File: src/rtl/pool_pkg.sv
// Shared definitions for the pooling blocks: default pixel width, position
// counter width and a signed two-input maximum.
package pool_pkg;

  localparam int DATA_W = 16;
  localparam int CNT_W  = 10;
  // max2 works on a wide signed type; callers sign-extend in and truncate out.
  localparam int MAX_W  = 64;

  function automatic logic signed [MAX_W-1:0] max2(input logic signed [MAX_W-1:0] a,
                                                   input logic signed [MAX_W-1:0] b);
    return (a > b) ? a : b;
  endfunction

endpackage

File: src/rtl/maxpool2x2_window_if.sv
// Pixel stream in / pooled stream out for the 2x2 max-pool window.
// enable qualifies data_in for exactly one cycle; out_valid qualifies data_out
// for exactly one cycle. There is no ready: the sink must take every pulse.
interface maxpool2x2_window_if #(
  parameter int DATA_W = pool_pkg::DATA_W
);
  logic                     enable;
  logic signed [DATA_W-1:0] data_in;
  logic signed [DATA_W-1:0] data_out;
  logic                     out_valid;
  logic                     frame_done;

  modport master (output enable, data_in, input data_out, out_valid, frame_done);
  modport slave  (input enable, data_in, output data_out, out_valid, frame_done);
endinterface

File: src/rtl/maxpool2x2_window_row_buffer.sv
// Half-width line store of horizontal pair maxima from the even row of each
// window pair; written on even rows and read asynchronously on odd rows.
module pool_row_buffer #(
  parameter int DATA_W = pool_pkg::DATA_W,
  parameter int DEPTH  = 16,
  parameter int AW     = (DEPTH > 1) ? $clog2(DEPTH) : 1
) (
  input  logic                     clk,
  input  logic                     we,
  input  logic [AW-1:0]            waddr,
  input  logic signed [DATA_W-1:0] wdata,
  input  logic [AW-1:0]            raddr,
  output logic signed [DATA_W-1:0] rdata
);

  logic signed [DATA_W-1:0] mem [DEPTH];

  always_ff @(posedge clk) begin
    if (we) mem[waddr] <= wdata;
  end

  assign rdata = mem[raddr];

endmodule

File: src/rtl/maxpool2x2_window.sv
// Streaming 2x2 / stride-2 signed max pool over a square WIDTH x WIDTH raster,
// one pixel per enabled cycle, one registered result per window.
module maxpool2x2_window
  import pool_pkg::*;
#(
  parameter int DATA_W = pool_pkg::DATA_W,
  parameter int WIDTH  = 32
) (
  input logic                 clk,
  input logic                 reset,
  maxpool2x2_window_if.slave  bus
);

  localparam int HALF = WIDTH / 2;
  localparam int AW   = (HALF > 1) ? $clog2(HALF) : 1;
  localparam logic [CNT_W-1:0] LAST = CNT_W'(WIDTH - 1);

  if ((WIDTH % 2) != 0 || WIDTH < 2 || WIDTH > (1 << CNT_W)) begin : g_bad_width
    $error("maxpool2x2_window: WIDTH must be even, >= 2 and fit the position counters");
  end

  logic [CNT_W-1:0]         c, r;
  logic signed [DATA_W-1:0] hold;
  logic signed [DATA_W-1:0] pair_max, row_max, pool_max;
  logic                     buf_we;

  assign pair_max = DATA_W'(max2(MAX_W'(hold), MAX_W'(bus.data_in)));
  assign pool_max = DATA_W'(max2(MAX_W'(row_max), MAX_W'(pair_max)));
  assign buf_we   = reset && bus.enable && c[0] && !r[0];

  pool_row_buffer #(
    .DATA_W (DATA_W),
    .DEPTH  (HALF),
    .AW     (AW)
  ) u_row_buffer (
    .clk   (clk),
    .we    (buf_we),
    .waddr (c[AW:1]),
    .wdata (pair_max),
    .raddr (c[AW:1]),
    .rdata (row_max)
  );

  always_ff @(posedge clk) begin
    if (!reset) begin
      c              <= '0;
      r              <= '0;
      hold           <= '0;
      bus.data_out   <= '0;
      bus.out_valid  <= 1'b0;
      bus.frame_done <= 1'b0;
    end else begin
      bus.out_valid  <= 1'b0;
      bus.frame_done <= 1'b0;
      if (bus.enable) begin
        // Even column opens a pair; odd column closes it (buffer it or emit).
        if (!c[0]) begin
          hold <= bus.data_in;
        end else if (r[0]) begin
          bus.data_out   <= pool_max;
          bus.out_valid  <= 1'b1;
          bus.frame_done <= (r == LAST) && (c == LAST);
        end
        if (c == LAST) begin
          c <= '0;
          r <= (r == LAST) ? '0 : r + 1'b1;
        end else begin
          c <= c + 1'b1;
        end
      end
    end
  end

endmodule

File: src/flat_wrapper.sv
// flat-port wrapper written by rule: the top's interface ports become plain ports
module maxpool2x2_window_flat import pool_pkg::*;
#(
  parameter int DATA_W = pool_pkg::DATA_W,
  parameter int WIDTH  = 32
)
  (clk, reset, bus_enable, bus_data_in, bus_data_out, bus_out_valid, bus_frame_done);
  maxpool2x2_window_if #(.DATA_W(DATA_W)) bus_i ();
  input logic clk;
  input logic reset;
  input wire logic [$bits(bus_i.enable)-1:0] bus_enable;
  input wire logic [$bits(bus_i.data_in)-1:0] bus_data_in;
  output wire logic [$bits(bus_i.data_out)-1:0] bus_data_out;
  output wire logic [$bits(bus_i.out_valid)-1:0] bus_out_valid;
  output wire logic [$bits(bus_i.frame_done)-1:0] bus_frame_done;
  assign bus_i.enable = bus_enable;
  assign bus_i.data_in = bus_data_in;
  assign bus_data_out = bus_i.data_out;
  assign bus_out_valid = bus_i.out_valid;
  assign bus_frame_done = bus_i.frame_done;
  maxpool2x2_window #(.DATA_W(DATA_W), .WIDTH(WIDTH)) u_core (.clk(clk), .reset(reset), .bus(bus_i));
endmodule
File: config.mk
export PLATFORM = sky130hd
export DESIGN_NAME = maxpool2x2_window_flat
export DESIGN_NICKNAME = d
export VERILOG_FILES = /design/src/rtl/pool_pkg.sv /design/src/rtl/maxpool2x2_window_if.sv /design/src/rtl/maxpool2x2_window_row_buffer.sv /design/src/rtl/maxpool2x2_window.sv /design/src/flat_wrapper.sv
export SDC_FILE = /design/constraint.sdc
export NUM_CORES = 1
export LEC_CHECK = 0
export ABC_AREA = 0
export CAP_MARGIN = 20
export CORE_MARGIN = 1
export CORE_UTILIZATION = 56
export DETAILED_ROUTE_END_ITERATION = 10
export PLACE_DENSITY = 0.84
export SETUP_SLACK_MARGIN = 0.1
export SYNTH_ARGS = -nofsm -noshare
export SYNTH_HDL_FRONTEND = slang
export SYNTH_HIERARCHICAL = 1
export SYNTH_SLANG_ARGS = --single-unit
File: constraint.sdc
create_clock -name clk -period 4.7 [get_ports clk]
set_input_delay 0.47 -clock clk [delete_from_list [all_inputs] [get_ports clk]]
set_output_delay 0.47 -clock clk [all_outputs]
set_load 0.005 [all_outputs]
# After elaboration in Yosys (flattened, before gate mapping)
# Memory sizes are Yosys's and may differ from the RTL's. A register that Yosys moved wholly into a read port is not among the register bits.
# Cells that the tools add are included.
# Widths: inputs -> output; s select.
dict set report totals {
  ramBits 256
  n_memories 1
  latch_bits 0
  regBits 54
  out_inout_bits 18
  inputBits 19
  mem_bits_ro 0
}
# name depth word_bits read_ports rd_clocked_by_memory_dff wr line
set memory_table {}
lappend memory_table {u_core.u_row_buffer.mem 16 16 1 1 1 maxpool2x2_window_row_buffer.sv:16} ;# logic signed [DATA_W-1:0] mem [DEPTH];
dict set report classes {
  n_shift 0
  n_eq_ne 2
  addsub 2
  mul 0
  order_cmp 2
  reduce_logical 10
  n_div 0
  bitwise 1
  n_mux 9
}
# cell count
set op_table {}
lappend op_table {{$gt 16x16->1} 2}
lappend op_table {{$mux 16} 2}
lappend op_table {{$add 10x1->10 const B} 2}
lappend op_table {{$eq 10x5->1 const B} 2}
lappend op_table {{$mux 10} 2}
lappend op_table {{$mux 4} 2}
lappend op_table {{$reduce_and 3->1} 2}
lappend op_table {{$logic_and 1x1->1} 4}
lappend op_table {{$reduce_and 2->1} 2}
lappend op_table {{$reduce_and 4->1} 1}
lappend op_table {{$mux 1} 3}
lappend op_table {{$logic_not 1->1} 1}
lappend op_table {{$not 1->1} 1}

# Logic depth before layout (Yosys ltp)
dict set report depth {
  depth_word 5
  ltp_mapped 19
}

# Modules after synthesis
# Netlist, hierarchy kept.
# mod area_per_inst_um2 seq_area_each_um2 cells_each n_inst
set by_module_without_submodules {}
lappend by_module_without_submodules {pool_row_buffer 9723.1 7687.4 416 1}
lappend by_module_without_submodules {maxpool2x2_window 3723.6 1081.0 447 1}

# Least setup slack after synthesis
# OpenSTA, ideal clock, no wires.
dict set report synth_path {
  path_kind {input-to-reg}
  start {input bus_data_in[15]}
  end {register u_core.bus.data_out[12]}
  t_arrival_ns 4.551
  n_path_buf 4
  required_time_ns 4.573
  path_slack_ns 0.022
  path_stages 19
  cell_sequence {inv_1 > ha_1 > nand4_2 > nor4_4 > a2111oi_1 > a21bo_1 > buf_2 > or2_1 > buf_2 > buf_2 > o21ai_0 > ha_1 > nor2b_1 > o211ai_1 > a21oi_1 > o31ai_1 > clkbuf_1 > o2111a_1 > a211oi_1}
}
dict set report synth_via {
  elab_chain_cells 4
}
# element line
set synth_rtl {}
lappend synth_rtl {{start: declaration} flat_wrapper.sv:12} ;# input wire logic [$bits(bus_i.data_in)-1:0] bus_data_in;
lappend synth_rtl {{$gt 16x16->1} pool_pkg.sv:12} ;# return (a > b) ? a : b;
lappend synth_rtl {{$mux 16} pool_pkg.sv:12}
lappend synth_rtl {{via u_core.pair_max[0]} maxpool2x2_window.sv:24} ;# logic signed [DATA_W-1:0] pair_max, row_max, pool_max;
lappend synth_rtl {{$gt 16x16->1} pool_pkg.sv:12}
lappend synth_rtl {{$mux 16} pool_pkg.sv:12}
lappend synth_rtl {{end signal: assignment} maxpool2x2_window.sv:60} ;# bus.data_out <= pool_max;
lappend synth_rtl {{end: declaration} maxpool2x2_window_if.sv:14} ;# modport slave (input enable, data_in, output data_out, out_valid, frame_done);
# The timed path passes the listed nets, and every way through them passes these cells.
# A chain may end at the register's enable or synchronous reset.

# Final worst setup path
dict set report layout_path {
  start {input bus_data_in[9]}
  end {register u_core.bus.data_out[2]}
}
dict set report layout_via {
  elab_chain_cells 4
}
# element line
set layout_rtl {}
lappend layout_rtl {{$gt 16x16->1} pool_pkg.sv:12}
lappend layout_rtl {{$mux 16 *} pool_pkg.sv:12}
lappend layout_rtl {{$gt 16x16->1} pool_pkg.sv:12}
lappend layout_rtl {{$mux 16 *} pool_pkg.sv:12}
# Every way passes the cells marked *; elsewhere a longest branch is shown, timed or not.

==> impl_summary.log <==
[metrics] Clk pin slew, worst setup/hold paths: ~60 ps
[metrics] net count of the finished layout: about 1000
[metrics] CTS root buf: sky130_fd_sc_hd__clkbuf_16
[metrics] antenna violations before repair: 0
[metrics] Synth Register Bits: 310
[metrics] pin count of the biggest net entering global routing: 63
[metrics] net switching power figure: approximately 1.4 mW
[metrics] leftover overflow at the end of global routing: 0
[metrics] setup slack at placement: -192 ps
[metrics] remaining antenna violation count after routing: 0
[metrics] post-detail-place hpwl: 20.2 mm
[metrics] Logic pwr share: 0.096
[metrics] total power draw: between 6 and 7 mW
[metrics] vias in the first global route: a little over 8000
[metrics] first-iteration detailed-routing DRC count: roughly 830
[metrics] total power density per cell area: approximately 390 mW/mm2
[metrics] path category of the worst min-delay check: reg2reg
[metrics] setup repair after global routing missed its margin: no
[metrics] WP data required: between 5000 and 6000 ps
[metrics] number of instances resized during post-cts repair: 0
[metrics] worst hold margin: 462 ps
[metrics] number of max-capacitance violations reported: 0
[metrics] category of the worst setup path launch point: input pin
[metrics] post-route DRC violation count: 0
[metrics] Netlist cell types: 51
[metrics] global-route usage over all layers: 0.263
[metrics] Int Power: 4.78 mW
[metrics] global-route wire length before repair: approximately 47 mm
[metrics] Routed WL per cell: between 20 and 25 um
[metrics] fraction of power spent switching nets: 0.223
[metrics] Post-CTS Hold Buffers: 0
[metrics] final count of pins violating max slew: 0
[metrics] Final setup violation count: 0
[metrics] routed vias: approximately 8000
[metrics] predominant post-synthesis flop cell: sky130_fd_sc_hd__edfxtp_1
[metrics] die height: around 160 um
[metrics] Syn Inst Count: 863
[metrics] postcts setup bufs: 0
[metrics] routability-driven placement congestion ratio: about 0.9
[metrics] transition time of the tightest slew-check pin: 867 ps
[metrics] clock buffers created by TritonCTS: 30
[metrics] crit end category: flip-flop
[metrics] area share of the largest cell type after synthesis: 0.572
[metrics] Setup TNS: 0 ps
[metrics] number of buffers on the longest clock path: 3
[metrics] Tcrit/Tclk final: 0.924
[metrics] fill count: between 1500 and 2000
[metrics] critical path start-end classification: in2reg
[metrics] number of port buffers: 36
[metrics] top cells by count, synth: 256 x sky130_fd_sc_hd__edfxtp_1, 80 x sky130_fd_sc_hd__nand2_1, 54 x sky130_fd_sc_hd__dfxtp_1, 54 x sky130_fd_sc_hd__mux4_2, 40 x sky130_fd_sc_hd__nor2_1
[metrics] Core Area: 0.0235 mm2
[metrics] wire length after detailed routing: 31.1 mm
[metrics] sequential share of the synthesized area: 0.652
[metrics] final count of hold timing violations: 0
[metrics] status: finished clean
[metrics] flip-flop and latch area: 0.00878 mm2
[metrics] area of combinational cells with multiple inputs: around 0.0044 mm2
[metrics] area enclosed by the die boundary: about 0.025 mm2
[metrics] area of the mapped netlist: about 0.013 mm2
[metrics] IR Drop Worst-Case VDD: around 270 uV
[metrics] clock tree from TritonCTS: built
[metrics] effective utilization at floorplan: 0.571
[metrics] later-pin clock latency in the skew report: approximately 560 ps
[metrics] Avg Vias per Cell: roughly 6.3
[metrics] Post-synth EDFFs: ~260
[metrics] least setup slack across all paths after layout: around 360 ps
[metrics] Lkg Pwr: 5.45 nW
[metrics] cell taking the most area after synthesis: sky130_fd_sc_hd__edfxtp_1
[metrics] proportion of register bits with asynchronous set or reset after synthesis: 0
[metrics] Seq pwr share: 0.499
[metrics] final critical delay including setup and external delays: around 4300 ps
[metrics] number of detailed-routing iterations run before antenna repair: 5
[metrics] maximum fanout count along the critical path: 18
[metrics] CP arrival: 4810 ps
[metrics] number of diodes: 0
[metrics] width of the chip: ~160 um
[metrics] count of warnings emitted by yosys: 6
[metrics] most used standard cell by instance count after synthesis: sky130_fd_sc_hd__edfxtp_1
[metrics] total number of placement rows: 56
[metrics] share of power burned in the clock network: 0.404
[metrics] Synthesized Nets: about 900
[metrics] main area contributors after synthesis: sky130_fd_sc_hd__edfxtp_1 57%, sky130_fd_sc_hd__mux4_2 9.0%, sky130_fd_sc_hd__dfxtp_1 8.0%, sky130_fd_sc_hd__ha_1 3.2%, sky130_fd_sc_hd__nand2_1 2.2%
[metrics] relative max-transition margin: 0.422
[metrics] average cell area after synthesis: about 16 um2
[metrics] worst clock skew: about 13 ps
[metrics] fraction of layout instances using a drive strength above 1: 0.208
[metrics] Peak Freq: roughly 0.23 GHz
[metrics] # H-tree levels: 1
[metrics] clock sink total: a little over 300
[metrics] Synth-to-Final Area Change: 16.3%
[metrics] ports placed on the boundary: 37
-- layout by cell type (no fill, tap or decap), types with 25 or more instances in the layout --
cell,count
sky130_fd_sc_hd__clkdlybuf4s50_1,36
sky130_fd_sc_hd__a22oi_1,32
sky130_fd_sc_hd__mux4_2,54
sky130_fd_sc_hd__nor2_1,40
sky130_fd_sc_hd__a21oi_1,31
sky130_fd_sc_hd__dfxtp_1,52
sky130_fd_sc_hd__clkbuf_16,30
sky130_fd_sc_hd__nand2_1,80
sky130_fd_sc_hd__edfxtp_1,256
sky130_fd_sc_hd__inv_1,25
sky130_fd_sc_hd__buf_4,65
sky130_fd_sc_hd__ha_1,34
-- worst paths after layout --
kind / start / end / slack (ps) / cells after the start
worst max-delay path: bus_data_in[9] / u_core/bus.data_out[2]$_SDFFE_PN0P_ / 360 / 19
worst min-delay path: u_core/hold[0]$_SDFFE_PN0P_ / u_core/hold[0]$_SDFFE_PN0P_ / 460 / 2
worst max register to register: u_core/hold[9]$_SDFFE_PN0P_ / u_core/bus.data_out[2]$_SDFFE_PN0P_ / 410 / 17
worst min register to register: u_core/hold[0]$_SDFFE_PN0P_ / u_core/hold[0]$_SDFFE_PN0P_ / 460 / 2
-- state kept, by name, indices dropped and copies added (netlist names) --
register and cells:
u_core/u_row_buffer/mem 256, u_core/c 10, u_core/bus.data_out 16, u_core/bus.out_valid 1
u_core/bus.frame_done 1, u_core/hold 16, u_core/r 10
-- power by group through the flow --
stage                     combinational, mW  sequential, mW  clock, mW
final                                 0.591            3.07       2.49
after global routing                  0.632            3.07       2.63
after CTS                             0.586            3.07       2.52
after detailed placement              0.581            3.13          0
after global placement                0.555            3.13          0
after floorplan                       0.375            3.11          0
-- area by class of cell --
class,instances,area share
clock buffers,37,0.0535
clock inverters,17,0.0128
inverters,25,0.00600
multi-input cells,483,0.281
flip-flops and latches,310,0.561
well taps,319,0.0255
repair buffers,106,0.0606
-- critical path, stage by stage --
cell and delay, ps:
sky130_fd_sc_hd__clkdlybuf4s50_1 490, sky130_fd_sc_hd__inv_1 60, sky130_fd_sc_hd__ha_1 350, sky130_fd_sc_hd__a211oi_1 320, sky130_fd_sc_hd__o21ai_0 130, sky130_fd_sc_hd__o221ai_1 310, sky130_fd_sc_hd__a21oi_2 100, sky130_fd_sc_hd__or2_2 330
sky130_fd_sc_hd__buf_12 170, sky130_fd_sc_hd__mux2i_1 140, sky130_fd_sc_hd__ha_1 320, sky130_fd_sc_hd__nand3_1 140, sky130_fd_sc_hd__or4_1 560, sky130_fd_sc_hd__a21oi_1 130, sky130_fd_sc_hd__buf_4 140, sky130_fd_sc_hd__o31ai_4 90
sky130_fd_sc_hd__buf_12 170, sky130_fd_sc_hd__o2111a_1 140, sky130_fd_sc_hd__a211oi_1 240
-- metal layers --
layer / GRT usage / up-vias / routed length (um)
met5: 0 / - / 0
met4: 0.105 / 0 / 1030
met3: 0.0504 / 82 / 2550
met2: 0.431 / 418 / 15100
met1: 0.348 / 4038 / 12400
li1: - / 3612 / -
-- metrics by stage --
| stage | std cells | area (um2) | utilization |
|---|---|---|---|
| final | 1297 | 15600 | 0.664 |
| after global routing | 1297 | 15600 | 0.664 |
| after CTS | 1295 | 15600 | 0.664 |
| after detailed placement | 1241 | 14600 | 0.620 |
| after global placement | 1240 | 14600 | 0.619 |
| after floorplan | 863 | 13400 | - |
-- cell families (layout without fill, tap and decap cells) --
| kind of cell | count (synthesis) | after routing | synth area share |
|---|---|---|---|
| DFF | 310 | 310 | 0.652 |
| and+or+nand+nor | 205 | 205 | 0.0732 |
| AOI/OAI and AO/OA | 132 | 132 | 0.0691 |
| muxes | 96 | 96 | 0.139 |
| buffers and inverters | 70 | 185 | 0.0244 |
| adders and majority gates | 34 | 34 | 0.0316 |
| xor gates and xnor gates | 16 | 16 | 0.0104 |
No activity file was read; power rests on OpenSTA's default activity.
